File: config.mk
export PLATFORM = sky130hd
export DESIGN_NAME = fetch_queue
export DESIGN_NICKNAME = d
export VERILOG_FILES = /design/src/rtl/riscv_pkg.sv /design/src/rtl/sync_fifo.sv /design/src/rtl/fetch_queue.sv
export SDC_FILE = /design/constraint.sdc
export NUM_CORES = 1
export LEC_CHECK = 0
export CELL_PAD_IN_SITES_DETAIL_PLACEMENT = 1
export CELL_PAD_IN_SITES_GLOBAL_PLACEMENT = 2
export CORE_MARGIN = 2
export CORE_UTILIZATION = 39
export CTS_BUF_LIST = sky130_fd_sc_hd__clkbuf_8
export DETAILED_ROUTE_END_ITERATION = 12
export HOLD_SLACK_MARGIN = 0.15
export PLACE_DENSITY_LB_ADDON = 0.1
export SLEW_MARGIN = 15
export SYNTH_ARGS = -nofsm -noshare
export SYNTH_HDL_FRONTEND = slang
export SYNTH_SLANG_ARGS = --single-unit
File: constraint.sdc
create_clock -name clk -period 3.8 [get_ports clk]
set_input_delay 0.57 -clock clk [delete_from_list [all_inputs] [get_ports clk]]
set_output_delay 0.57 -clock clk [all_outputs]
set_load 0.01 [all_outputs]
File: src/rtl/riscv_pkg.sv
// Shared RV32 front-end types and constants.
// Fetch entry bundle carried from fetch to decode.
package riscv_pkg;

  localparam int XLEN = 32;
  localparam int INSTR_BYTES = 4;
  localparam logic [XLEN-1:0] NOP_INSTR = 32'h0000_0013;

  typedef struct packed {
    logic [XLEN-1:0] pc;
    logic [XLEN-1:0] instr;
  } fetch_entry_t;

endpackage

File: src/rtl/sync_fifo.sv
// Synchronous FIFO with async reset and sync flush.
// Ports: clk_i, rst_ni, flush_i, push_i, pop_i, wdata_i, rdata_o, count_o.
module sync_fifo #(
  parameter int WIDTH = 64,
  parameter int DEPTH = 4
) (
  input  logic                     clk_i,
  input  logic                     rst_ni,
  input  logic                     flush_i,
  input  logic                     push_i,
  input  logic                     pop_i,
  input  logic [WIDTH-1:0]         wdata_i,
  output logic [WIDTH-1:0]         rdata_o,
  output logic [$clog2(DEPTH):0]   count_o
);

  localparam int AW = $clog2(DEPTH);
  localparam int CW = AW + 1;

  logic [WIDTH-1:0] mem_q [DEPTH];
  logic [AW-1:0]    wr_ptr_q;
  logic [AW-1:0]    rd_ptr_q;
  logic [CW-1:0]    count_q;

  // Storage is cleared on reset so the head reads zero.
  always_ff @(posedge clk_i or negedge rst_ni) begin
    if (!rst_ni) begin
      for (int i = 0; i < DEPTH; i++) mem_q[i] <= '0;
      wr_ptr_q <= '0;
      rd_ptr_q <= '0;
      count_q  <= '0;
    end else if (flush_i) begin
      wr_ptr_q <= '0;
      rd_ptr_q <= '0;
      count_q  <= '0;
    end else begin
      if (push_i) begin
        mem_q[wr_ptr_q] <= wdata_i;
        wr_ptr_q <= wr_ptr_q + AW'(1);
      end
      if (pop_i) rd_ptr_q <= rd_ptr_q + AW'(1);
      count_q <= count_q + CW'(push_i) - CW'(pop_i);
    end
  end

  assign rdata_o = mem_q[rd_ptr_q];
  assign count_o = count_q;

endmodule

File: src/rtl/fetch_queue.sv
// Fetch front end: PC register, imem address, prefetch FIFO.
// Ports: clk, rst(n), imem_*, redirect*, out_* handshake, queue_count.
module fetch_queue
  import riscv_pkg::*;
#(
  parameter logic [31:0] RESET_PC = 32'h0000_0000,
  parameter int          DEPTH    = 4
) (
  input  logic                   clk,
  input  logic                   rst,
  output logic [XLEN-1:0]        imem_addr,
  input  logic [XLEN-1:0]        imem_rd,
  input  logic                   redirect,
  input  logic [XLEN-1:0]        redirect_pc,
  output logic                   out_valid,
  input  logic                   out_ready,
  output logic [XLEN-1:0]        out_instr,
  output logic [XLEN-1:0]        out_pc,
  output logic [XLEN-1:0]        out_pc_plus4,
  output logic [$clog2(DEPTH):0] queue_count
);

  localparam int CW = $clog2(DEPTH) + 1;
  localparam logic [CW-1:0] FULL_CNT = CW'(DEPTH);
  localparam logic [XLEN-1:0] STEP = XLEN'(INSTR_BYTES);

  logic [XLEN-1:0] fetch_pc_q;
  logic [XLEN-1:0] fetch_pc_d;
  logic            pop;
  logic            push;
  logic            fifo_pop;
  fetch_entry_t    wr_entry;
  fetch_entry_t    head;

  assign pop  = out_valid & out_ready;
  assign push = !redirect & ((queue_count != FULL_CNT) | pop);
  // A redirect discards the head rather than retiring it.
  assign fifo_pop = pop & !redirect;

  assign wr_entry.pc    = fetch_pc_q;
  assign wr_entry.instr = imem_rd;

  always_comb begin
    fetch_pc_d = fetch_pc_q;
    unique case (1'b1)
      redirect: fetch_pc_d = redirect_pc & ~32'h3;
      push:     fetch_pc_d = fetch_pc_q + STEP;
      default:  fetch_pc_d = fetch_pc_q;
    endcase
  end

  always_ff @(posedge clk or negedge rst) begin
    if (!rst) fetch_pc_q <= RESET_PC;
    else      fetch_pc_q <= fetch_pc_d;
  end

  sync_fifo #(
    .WIDTH ($bits(fetch_entry_t)),
    .DEPTH (DEPTH)
  ) u_fifo (
    .clk_i   (clk),
    .rst_ni  (rst),
    .flush_i (redirect),
    .push_i  (push),
    .pop_i   (fifo_pop),
    .wdata_i (wr_entry),
    .rdata_o (head),
    .count_o (queue_count)
  );

  assign imem_addr = fetch_pc_q;
  assign out_valid = queue_count != '0;
  assign out_instr = head.instr;
  assign out_pc    = head.pc;
  // With no head, show the next fetch PC + 4 (RESET_PC+4 out of reset).
  assign out_pc_plus4 = out_valid ? head.pc + STEP
                                  : fetch_pc_q + STEP;

endmodule

==> results of run 1 <==
[kinds of logic after synthesis]
kind of cell    count (synthesis)  share of synthesized area
xor+xnor                       89                     0.0551
fa+ha+maj                       9                    0.00849
compound gates                 48                     0.0170
other cells                     1                   0.000265
simple gates                  203                     0.0740
buf+inv                       105                     0.0339
mux                           323                      0.307
flops                         285                      0.504
[flip-flops by register name, summed over array words and instances (netlist names)]
register / flops
imem_addr: 30
u_fifo.wr_ptr_q: 2
u_fifo.rd_ptr_q: 2
u_fifo.mem_q: 248
u_fifo.count_o: 3
[where the power goes]
part | internal [mW] | switching, mW | leakage [nW]
combinational | 4.11 | 3.08 | 3.51
clock | 1.39 | 1.28 | 0.550
sequential | 4.41 | 0.742 | 3.46
[worst min-delay path by stage]
stage | startpoint | to | slack (ns)
after floorplan | rst | imem_addr[10] | 0.27
after global placement | u_fifo.mem_q[99] | u_fifo.mem_q[99] | 0.48
after CTS | redirect | u_fifo.count_o[1] | 0.38
after global routing | redirect | u_fifo.count_o[1] | 0.42
final | redirect | u_fifo.count_o[1] | 0.42
after detailed placement | u_fifo.mem_q[6] | u_fifo.mem_q[6] | 0.49
[area by class of cell]
class	instances	area share
Clock buffer	58	0.0440
Clock inverter	28	0.00704
Tap cell	461	0.0318
Timing Repair Buffer	280	0.152
Multi-Input combinational cell	678	0.369
Inverter	14	0.00290
Sequential cell	285	0.394
[metal layers]
layer	global-route usage	vias up
li1	-	4257
met1	0.267	4934
met2	0.348	172
met3	0.0439	57
met4	0.0467	2
met5	0	-
[synth_stat cells (2+ instances only)]
cell,count
xnor2_1,62
and4_1,6
dfrtp_1,285
mux4_1,5
mux2i_1,12
buf_4,9
buf_1,3
ha_1,8
buf_6,2
nor2_1,40
o21ai_1,5
nor4_2,5
o21ai_0,39
nor3_1,13
buf_2,15
nand2_1,77
clkbuf_1,60
nand3_1,24
a21oi_1,4
and2_1,6
inv_1,14
nand2_2,2
and3_1,5
mux2_2,249
mux4_2,56
nand4_4,2
nor4_1,3
nand4_1,12
xor2_1,27
[critical path: stages, from the launching register on]
cell and delay, ns:
dfrtp_4 0.54, buf_12 0.15, buf_12 0.13, buf_6 0.11, mux4_2 0.36, and4_4 0.25, nand4_4 0.20, buf_6 0.18
buf_6 0.10, buf_6 0.10, nor4_4 0.15, xnor2_1 0.09, mux2i_1 0.16, buf_2 0.16
[stage by stage]
step	util	total power, mW	setup WS, ns
finish	0.509	15.0	-0.0210
detailed placement	0.469	12.3	0.0865
global route	0.509	16.0	-0.151
CTS	0.503	15.1	-0.219
floorplan	-	9.07	0.934
global placement	0.469	12.1	0.111
[what timing repair did]
| item | CTS | global route |
|---|---|---|
| endpoints found under the setup margin | 27 | 16 |
| gates resized for setup | 56 | 28 |
| setup buffers | 17 | 19 |
| hold buffers | 1 | 0 |
| pin swaps | 3 | 7 |
| endpoints found under the hold margin | 101 | 0 |
==> flow_metrics.tcl, run 1 <==
set metrics [dict create \
    status "finished with violations" \
    violations "design-rule violations, negative setup slack" \
    worst_pin_slew_ns 0.889 \
    vias 9422 \
    final.fill_count 3635 \
    yosys.area.top_type_share 0.504 \
    htreeDepth 2 \
    timing.fmax_mhz 262 \
    period_share 1.01 \
    clock-root-buffer "clkbuf_8" \
    ys_types 42 \
    viasPerCell 5.22 \
    gr-total-overflow 0 \
    top_layer "met5" \
    diodes 0 \
    grt_pass1_vias 10239 \
    drc_errors 9 \
    rsz0062_at_grt "yes" \
    wl_met2_mm 19.1 \
    dieWidth_um 194 \
    drive_above_1_share 0.383 \
    reg2reg_depth 12 \
    worst_slack_ns -0.0210 \
    std_cell_rows 69 \
    cts_sinks 285 \
    fin_skew_ns 0.0268 \
    slew_headroom 0.407 \
    final_nets 1387 \
    first_pass_iters 10 \
    cp_data_required_time_ns 3.23 \
    critPathKind "reg2out" \
    endpoint "out_pc_plus4[31]" \
    post_drt_wl_per_cell_um 21.3 \
    fin_crit_ns 3.82 \
    track_usage 0.204 \
    synthesis.area_mm2 0.0141 \
    dieArea_mm2 0.0378 \
    reg2reg_slack_ns 1.00 \
    boundaryPins 200 \
    hp-class "in2reg" \
    grt_first_pass_wirelength_mm 60.5 \
    r2r-end "u_fifo.count_o[2]" \
    synth.top_cells.by_area "dfrtp_1 (50%), mux2_2 (20%), mux4_2 (8.9%)" \
    antenna_left 0 \
    final_common_cell "dfrtp_1" \
    yosys.area.top_type "dfrtp_1" \
    p_leak_nw 7.52 \
    core-area_mm2 0.0357 \
    ys_ff_latch 285 \
    dp.cells 1681 \
    timing.rr.start "u_fifo.count_o[1]" \
    place_congestion 0.715 \
    setup_viol 1 \
    arrival_ns 3.25 \
    powerDensity_mw_per_mm2 827 \
    synth_edf_count 0 \
    synthToLayoutAreaGrowth_pct 28.2 \
    ys.flop_type "dfrtp_1" \
    multi_input_area_mm2 0.00670 \
    critical_path.max_fanout 6 \
    ys_warn_count 0 \
    fin_cells 1804 \
    hold_depth 2 \
    syn_inst 1063 \
    finalSetupTns_ns -0.0210 \
    maxCapViolCount 0 \
    initial_core_util 0.397 \
    synth-async-reset-ratio 1.00 \
    hold_ws_ns 0.420 \
    finalMaxSlewViolations 0 \
    vdd_ir_drop_max_v 0.000506 \
    grt_max_degree 105 \
    crit_start "u_fifo.rd_ptr_q[0]" \
    clock_latency_ns 0.58 \
    port_buffers 191 \
    start_kind "register" \
    wl_met1_mm 16.9 \
    yosysSeqAreaShare 0.504 \
    cts_tree "yes" \
    antenna_found_initial 2 \
    path_clk_slew_ns 0.06 \
    final_cell_mix "dfrtp_1 (282), mux2_2 (249), clkdlybuf4s50_1 (163)" \
    final_area_mm2 0.0181 \
    clockBufferDepth 3 \
    drtIter0Drc 389 \
    routed_wl_mm 38.4 \
    synth_area_per_cell_um2 13.3 \
    dieHeight_um 194 \
    numCtsBuffers 51 \
    hold_viol_final 0 \
    seq_area_mm2 0.00714 \
    wl_met3_mm 1.71 \
    dp_hpwl_mm 25.0 \
    placed_area_mm2 0.0167 \
    crit_path_end_kind "output pin" \
]
(Power assumes the default switching activity.)
==> run 2: changes to the inputs <==
ABC_AREA = 1   (was default)
CORE_UTILIZATION = 33   (was 39)
SYNTH_HIERARCHICAL = 1   (was default)
==> flow_metrics.tcl, run 2 <==
set metrics [dict create \
    finalMaxSlewViolations 0 \
    place_congestion 0.829 \
    placed_area_mm2 0.0182 \
    grt_max_degree 129 \
    synthesis.area_mm2 0.0155 \
    final_nets 2355 \
    multi_input_area_mm2 0.00689 \
    powerDensity_mw_per_mm2 737 \
    arrival_ns 3.11 \
    path_clk_slew_ns 0.06 \
    ys.flop_type "dfrtp_1" \
    clockBufferDepth 3 \
    largest_reg_flops 256 \
    track_usage 0.221 \
    yosys.area.top_type_share 0.472 \
    fin_crit_ns 3.68 \
    final_common_cell "nand2_1" \
    diodes 0 \
    synth-async-reset-ratio 1.00 \
    clock_latency_ns 0.66 \
    maxCapViolCount 0 \
    drtIter0Drc 823 \
    p_switching_mw 5.93 \
    std_cell_rows 79 \
    fin_skew_ns 0.0471 \
    post-synth-top-count-cell "nand2_1" \
    hp-class "in2async" \
    ys_warn_count 6 \
    syn_inst 2067 \
    intPower_mw 8.68 \
    synth_edf_count 0 \
    vias 14174 \
    switching_share 0.406 \
    antenna_left 0 \
    p_leak_nw 10.0 \
    grt_pass1_vias 14791 \
    setup_viol 0 \
    core-area_mm2 0.0466 \
    p_comb_frac 0.451 \
    max_flop_register "u_fifo/mem_q" \
    rsz0062_at_grt "yes" \
    gr-total-overflow 0 \
    synth.top_cells.by_area "dfrtp_1 (47%), nand2_1 (18%), o21ai_0 (9.5%)" \
    viasPerCell 4.84 \
    post_drt_wl_per_cell_um 18.5 \
    initial_core_util 0.334 \
    period_share 0.967 \
    worst_pin_slew_ns 0.646 \
    status "completed" \
    grt_first_pass_wirelength_mm 85.6 \
    first_pass_iters 5 \
    vdd_ir_drop_max_v 0.000465 \
    start_kind "register" \
    numCtsBuffers 54 \
    crit_family "buffers and inverters" \
    drive_above_1_share 0.106 \
    dieWidth_um 221 \
    cts_sinks 293 \
    dp_hpwl_mm 35.6 \
    htreeDepth 2 \
    clock-root-buffer "clkbuf_8" \
    critical_path.max_fanout 15 \
    critPathKind "reg2out" \
    clkPwrFrac 0.202 \
    hold_viol_final 0 \
    timing.fmax_mhz 272 \
    antenna_found_initial 0 \
    ys_ff_latch 293 \
    seq_area_mm2 0.00733 \
    crit_path_end_kind "output pin" \
    synthToLayoutAreaGrowth_pct 27.6 \
    cts_tree "yes" \
    ys_types 36 \
    dieHeight_um 221 \
    path_buf_inv 4 \
    port_buffers 195 \
    final_area_mm2 0.0198 \
    ys_top_cells_by_count "nand2_1 (753), o21ai_0 (294), dfrtp_1 (293)" \
    slowest_delay_ns 0.55 \
    slowest_stage "clkdlybuf4s50_1" \
    drc_errors 0 \
    final_cell_mix "nand2_1 (722), o21ai_0 (291), dfrtp_1 (291)" \
    crit_chain "buf_12 -> inv_16 -> buf_8 -> nand2_1 -> o211ai_1 -> nand2_2 -> nand2_1 -> nor2_4 -> nand2_2 -> nor2_4 -> xnor2_1 -> o21ai_1 -> clkdlybuf4s50_1" \
    pwr-share-seq 0.347 \
    power_mw 14.6 \
    slew_headroom 0.569 \
    yosys.area.top_type "dfrtp_1" \
    yosysSeqAreaShare 0.472 \
    synth_area_per_cell_um2 7.52 \
    dieArea_mm2 0.0488 \
    cp_data_required_time_ns 3.23 \
    boundaryPins 200 \
    final.fill_count 5658 \
    hold_ws_ns 0.476 \
    routed_wl_mm 54.2 \
]
==> run 2: cell types whose count changed after synthesis, sizes merged, moves of 51 or more <==
cell and change:
o211ai +129, mux4 -62, nand2 +687, inv +246, xnor2 -51, o21ai +261
nor2 +64, mux2 -249
==> run 2: kinds of logic (layout without fill, tap and decap cells) <==
group	count (synthesis)	in the layout	share of synthesized area
other	1	4	0.000241
xor gates and xnor gates	24	24	0.0150
AOI/OAI and AO/OA	446	446	0.166
buffers and inverters	378	630	0.0998
DFF	293	293	0.472
adders and majority gates	9	9	0.00773
and+or+nand+nor	916	916	0.239
==> run 2: final timing paths <==
kind / from / to / slack [ns] / depth (start not counted)
setup / recovery: u_fifo/rd_ptr_q[0] / out_pc_plus4[14] / 0.12 / 13
hold / removal: rst / u_fifo/mem_q[9] / 0.48 / 2
setup reg to reg: u_fifo/count_o[1] / u_fifo/count_o[2] / 0.85 / 13
hold reg to reg: u_fifo/mem_q[89] / u_fifo/mem_q[89] / 0.48 / 2
max in group asynchronous: rst / u_fifo/mem_q[160] / 2.26 / 3
min in group clk: u_fifo/mem_q[89] / u_fifo/mem_q[89] / 0.48 / 2
==> run 2: final cells by class <==
| class | instances | area share |
|---|---|---|
| multi-input cells | 1399 | 0.347 |
| repair buffers | 265 | 0.139 |
| clock inverters | 34 | 0.00720 |
| clock buffers | 66 | 0.0458 |
| well taps | 607 | 0.0383 |
| repair inverters | 2 | 0.00164 |
| flip-flops and latches | 293 | 0.370 |
| inverters | 263 | 0.0510 |
==> run 2: metrics by stage <==
step                setup slack, ns  utilization  std cells  TNS (ns)
floorplan                     0.975            -       2070         0
global placement              0.239        0.390       2800         0
detailed placement            0.163        0.390       2800         0
CTS                        -0.00777        0.421       2919   -0.0120
global route                -0.0357        0.426       2929   -0.0634
finish                        0.124        0.426       2929         0
==> run 2: repair_timing <==
item,in CTS,in global routing
pin swaps,10,9
cloned,4,3
gates resized for setup,89,29
hold buffers,1,0
buffers inserted,14,7
endpoints found under the hold margin,63,0
setup endpoints to repair,28,16
==> run 2: metal layers <==
| layer | wire [um] | GRT usage | vias up |
|---|---|---|---|
| met4 | 838 | 0.0444 | 0 |
| li1 | - | - | 6973 |
| met2 | 25900 | 0.368 | 197 |
| met3 | 1740 | 0.0331 | 60 |
| met1 | 25700 | 0.305 | 6944 |
| met5 | 0 | 0 | - |
==> run 2: power by group through the flow <==
stage          Clock [mW]  Sequential, mW  Combinational, mW
2_1_floorplan           0            4.91               3.38
3_3_place_gp            0            5.06               6.23
3_5_place_dp            0            5.12               6.35
4_1_cts              3.07            5.07               6.58
5_1_grt              3.19            5.23               7.37
6_report             2.95            5.07               6.59
